$ cat config.mk
export PLATFORM = sky130hd
export DESIGN_NAME = msg_encrypt_pad
export DESIGN_NICKNAME = d
export VERILOG_FILES = /design/src/rtl/msg_encrypt_pad.sv
export SDC_FILE = /design/constraint.sdc
export NUM_CORES = 1
export LEC_CHECK = 0
export CELL_PAD_IN_SITES_DETAIL_PLACEMENT = 0
export CELL_PAD_IN_SITES_GLOBAL_PLACEMENT = 1
export CORE_MARGIN = 10
export CORE_UTILIZATION = 43
export DETAILED_ROUTE_END_ITERATION = 16
export PLACE_DENSITY_LB_ADDON = 0.1
export SETUP_SLACK_MARGIN = 0.02
export SLEW_MARGIN = 20
export SYNTH_ARGS = -nofsm -noshare
export SYNTH_HDL_FRONTEND = slang
export SYNTH_SLANG_ARGS = --single-unit
$ cat constraint.sdc
create_clock -name clk -period 7.1 [get_ports clk]
set_input_delay 2.13 -clock clk [delete_from_list [all_inputs] [get_ports clk]]
set_output_delay 2.13 -clock clk [all_outputs]
set_load 0.01 [all_outputs]
$ cat src/rtl/msg_encrypt_pad.sv
// msg_encrypt_pad: frames a DM string into a space-padded 64-byte block, LFSR-encrypts it with even parity and writes DM[64..127]
module msg_encrypt_pad #(
  parameter int BLK_LEN  = 64,
  parameter int MAX_STR  = 52,
  parameter int OUT_BASE = 64
) (
  input  logic       clk,
  input  logic       init,
  input  logic       req,
  output logic       ack,
  input  logic [3:0] pre_length,
  input  logic [6:0] lfsr_ptrn,
  input  logic [6:0] lfsr_init,
  output logic       rd_en,
  output logic [7:0] rd_addr,
  input  logic [7:0] rd_data,
  output logic       wr_en,
  output logic [7:0] wr_addr,
  output logic [7:0] wr_data
);
  localparam int IW = $clog2(BLK_LEN);
  typedef enum logic [1:0] {IDLE, LOAD, RUN, DONE} state_t;
  state_t state;
  logic armed, ph;
  logic [3:0] pl;
  logic [6:0] ptrn, lfsr, c;
  logic [IW-1:0] i;
  logic [7:0] ci, ni;
  logic msg, msg_n;
  always_comb begin
    ci = 8'(i);
    ni = ci + 8'd1;
    msg = ci >= 8'(pl) && ci < 8'(pl) + 8'(MAX_STR);
    msg_n = ni >= 8'(pl) && ni < 8'(pl) + 8'(MAX_STR);
    c = lfsr ^ (msg ? 7'(rd_data - 8'h20) : 7'h00);
    wr_data = wr_en ? {^c, c} : 8'h00;
  end
  // each index spends one RD cycle (ph=0) and one WR cycle (ph=1); strobes are set on the edge entering their phase
  always_ff @(posedge clk or posedge init)
    if (init) begin
      state <= IDLE;
      armed <= 1'b0;
      ph <= 1'b0;
      pl <= 4'd0;
      ptrn <= 7'h00;
      lfsr <= 7'h00;
      i <= '0;
      ack <= 1'b0;
      rd_en <= 1'b0;
      rd_addr <= 8'h00;
      wr_en <= 1'b0;
      wr_addr <= 8'h00;
    end else begin
      rd_en <= 1'b0;
      wr_en <= 1'b0;
      case (state)
        IDLE:
          if (req) armed <= 1'b1;
          else if (armed) begin
            armed <= 1'b0;
            state <= LOAD;
          end
        LOAD: begin
          pl <= pre_length < 4'd10 ? 4'd10 : pre_length;
          ptrn <= lfsr_ptrn;
          lfsr <= lfsr_init == 7'h00 ? 7'h01 : lfsr_init;
          i <= '0;
          ph <= 1'b0;
          state <= RUN;
        end
        RUN:
          if (!ph) begin
            ph <= 1'b1;
            wr_en <= 1'b1;
            wr_addr <= 8'(OUT_BASE) + ci;
          end else begin
            ph <= 1'b0;
            lfsr <= {lfsr[5:0], ^(lfsr & ptrn)};
            i <= i + 1'b1;
            if (i == IW'(BLK_LEN - 1)) state <= DONE;
            else if (msg_n) begin
              rd_en <= 1'b1;
              rd_addr <= ni - 8'(pl);
            end
          end
        DONE:
          if (req) begin
            state <= IDLE;
            armed <= 1'b1;
            ack <= 1'b0;
          end else ack <= 1'b1;
      endcase
    end
endmodule

==> flow_summary_export.csv <==
group,metric,value,unit
yosys,synth.distinct_cells,49,
final_layout,stdcell_count,442,
routing,vias_per_cell,5.115,
worst_hold_path,worstHoldStart,"wr_addr[1]",
critical_path,cp-start-kind,"input port",
timing,setup_violations,0,
critical_path,startpoint,"rd_data[0]",
timing,fin_worst_skew,11.29,ps
floorplan,die_area,10680,um^2
timing,fmax,0.1629,GHz
critical_path,arrival,4010,ps
clock_network,insertion_delay,310,ps
clock_network,htreeDepth,2,
yosys,netlist_area,2987,um^2
power,power_density,131.5,nW/um^2
clock_network,cts_buffers,5,
clock_network,cts_resized,0,
clock_network,cts_buffer_depth,2,
final_layout,nets,410,
final_layout,areaGrowthSynthToFinish,21.37,%
yosys,netlist_top_cells_area,"dfrtp_1 (39%), xnor2_1 (8.5%), ha_1 (8.0%)",
place,place.gp.congestion,0.8284,
floorplan,die_x,103.3,um
final_layout,fillerInstances,660,
timing,post-route-min-period,6138,ps
place,hpwl,5059,um
floorplan,start_util,44.20,%
timing,worstMarginPinSlew,968.3,ps
routing,wl_per_cell,14.80,um
routing,drt_iter0_markers,48,
yosys,synth_top_area_share,38.54,%
final_layout,drive_above_1_share,9.392,%
floorplan,rows,30,
timing,post-route-period-util,86.45,%
floorplan,pin_count,56,
clock_network,cts_sinks,46,
floorplan,coreArea,6756,um^2
final_layout,n_antenna_cell,0,
routing,firstDrtPassIters,4,
critical_path,crit_type,"in2out",
final_layout,final_cell_area,3625,um^2
yosys,synthCells,315,
clock_network,postCtsSetupBuffers,0,
grt,antenna_found_initial,0,
yosys,yosysTopAreaCell,"dfrtp_1",
routing,ant_nets,0,
yosys,ys_seq_area_share,38.54,%
timing,hold_viol_final,0,
routing,finalWirelength,6543,um
grt,grt_max_degree,47,
place,dp.cells,434,
timing,rsz0062_at_grt,"no",
place,dpl_cell_area,3533,um^2
worst_hold_path,worstHoldPathType,"reg2reg",
clock_network,hold_buffers,0,
timing,timing.hold.ws,481.8,ps
routing,route.detailed.drc,0,
critical_path,crit_fanout,2,
critical_path,worstPathRequired,4970,ps
yosys,yosysWarningCount,0,
grt,grt_pass1_vias,2247,
run_status,status,"finished clean",
yosys,synth_seq_cells,46,
routing,num_vias,2261,
yosys,synth_nets,364,
grt,grt_pass1_wl,11010,um
timing,relSlewSlack,35.45,%
power,p_leak,0.001635,uW
yosys,avgSynthCellArea,9.481,um^2
power,ir_worst_vdd,73.28,uV
timing,drv_slew,0,
grt,overflow,0,
job,cap_viol_max_count,0,
timing,setup_tns,0,ps
floorplan,fp.dieH,103.3,um
critical_path,end_kind,"output port",
clock_network,root_buffer,"clkbuf_8",
clock_network,cts.clk_slew.worst_paths,90,ps
critical_path,rr_startpoint,"i[0]",
grt,grt_usage,13.02,%
place,portBuffers,53,
clock_network,tritoncts,"done",
-- cell usage in the layout, fill, tap and decap left out, types with 7 or more instances in the layout --
cell type	n
nor2_1	23
mux2_2	7
mux2_4	8
xnor2_1	29
and2_1	8
a21oi_1	17
clkdlybuf4s50_1	53
nand2_1	37
inv_1	15
dfrtp_1	46
ha_1	19
nand3_1	15
o21ai_0	14
-- kinds of logic (layout without fill, tap and decap cells) --
kind of cell / count (synthesis) / after routing / synth area share, %
AOI/OAI and AO/OA: 53 / 53 / 10.93
xor gates and xnor gates: 34 / 34 / 10.22
adders and majority gates: 20 / 20 / 8.630
buffers and inverters: 31 / 78 / 4.943
DFF: 46 / 46 / 38.54
muxes: 21 / 21 / 8.672
other: 1 / 1 / 0.1256
and+or+nand+nor: 109 / 109 / 17.93
-- routing by layer --
layer / track usage, % / share of wire (%) / vias up
met2: 21.44 / 48 / 34
met5: 0 / 0 / -
met3: 2.924 / 4.1 / 7
met4: 3.850 / 1.2 / 0
li1: - / - / 1153
met1: 16.65 / 46 / 1067
-- state kept, by name, indices dropped and copies added, names as in the netlist, 2 cells and up --
register and flops:
i 6, lfsr 7, pl 4, ptrn 7, rd_addr 8, state 2, wr_addr 7
-- worst paths after layout --
kind | to | slack [ps] | cells after the start
setup / recovery | wr_data[7] | 960 | 8
hold / removal | wr_addr[1] | 480 | 2
setup reg to reg | rd_addr[1] | 4160 | 9
hold reg to reg | wr_addr[1] | 480 | 2
max in group asynchronous | rd_addr[1] | 4350 | 2
min in group asynchronous | wr_addr[5] | 2250 | 2
-- synth_stat cells, drive strengths merged --
master   instances
a2111oi          1
a211o            1
a211oi           4
a21boi           1
a21oi           17
a221o            1
a31oi            3
a32o             2
and2             8
and3             1
buf              7
clkbuf           7
clkinv           1
conb             1
dfrtp           46
fa               1
ha              19
inv             16
mux2            15
mux2i            6
nand2           37
nand2b           5
nand3           15
nand3b           2
nor2            24
nor2b            6
nor3             3
nor4             2
o2111ai          1
o21a             1
o21ai           15
o22ai            3
o2bb2ai          1
o311a            1
o31ai            1
or2              5
or2b             1
xnor2           30
xor2             4
-- stage by stage --
step                util (%)  setup slack [ps]  power, uW
detailed placement     52.30             956.0      315.7
global route           53.65             852.9      496.8
global placement       52.30             957.5      315.7
floorplan                  -              1976      288.0
finish                 53.65             961.8      476.8
CTS                    53.63             946.9      483.7
-- power by group --
| group | switching (uW) | total, uW | internal (uW) |
|---|---|---|---|
| sequential | 0.0000000245 | 262 | 262 |
| clock | 97.8 | 167 | 69.4 |
| combinational | 18.7 | 47.8 | 29.2 |
| total | 117 | 477 | 360 |
-- area by class of cell --
class	instances	area [um^2]	area share, %
clock buffers	5	68.82	1.899
repair buffers	53	530.5	14.64
flip-flops and latches	46	1151	31.76
clock inverters	3	21.27	0.5868
well taps	80	100.1	2.761
multi-input cells	238	1688	46.57
inverters	17	65.06	1.795
-- critical path: stages --
cell and delay (ps):
clkdlybuf4s50_1 500, xnor2_1 140, xnor2_1 150, xnor2_1 140
nand3_1 100, xnor2_1 180, and2_1 140, clkdlybuf4s50_1 540
(Power assumes the default switching activity.)
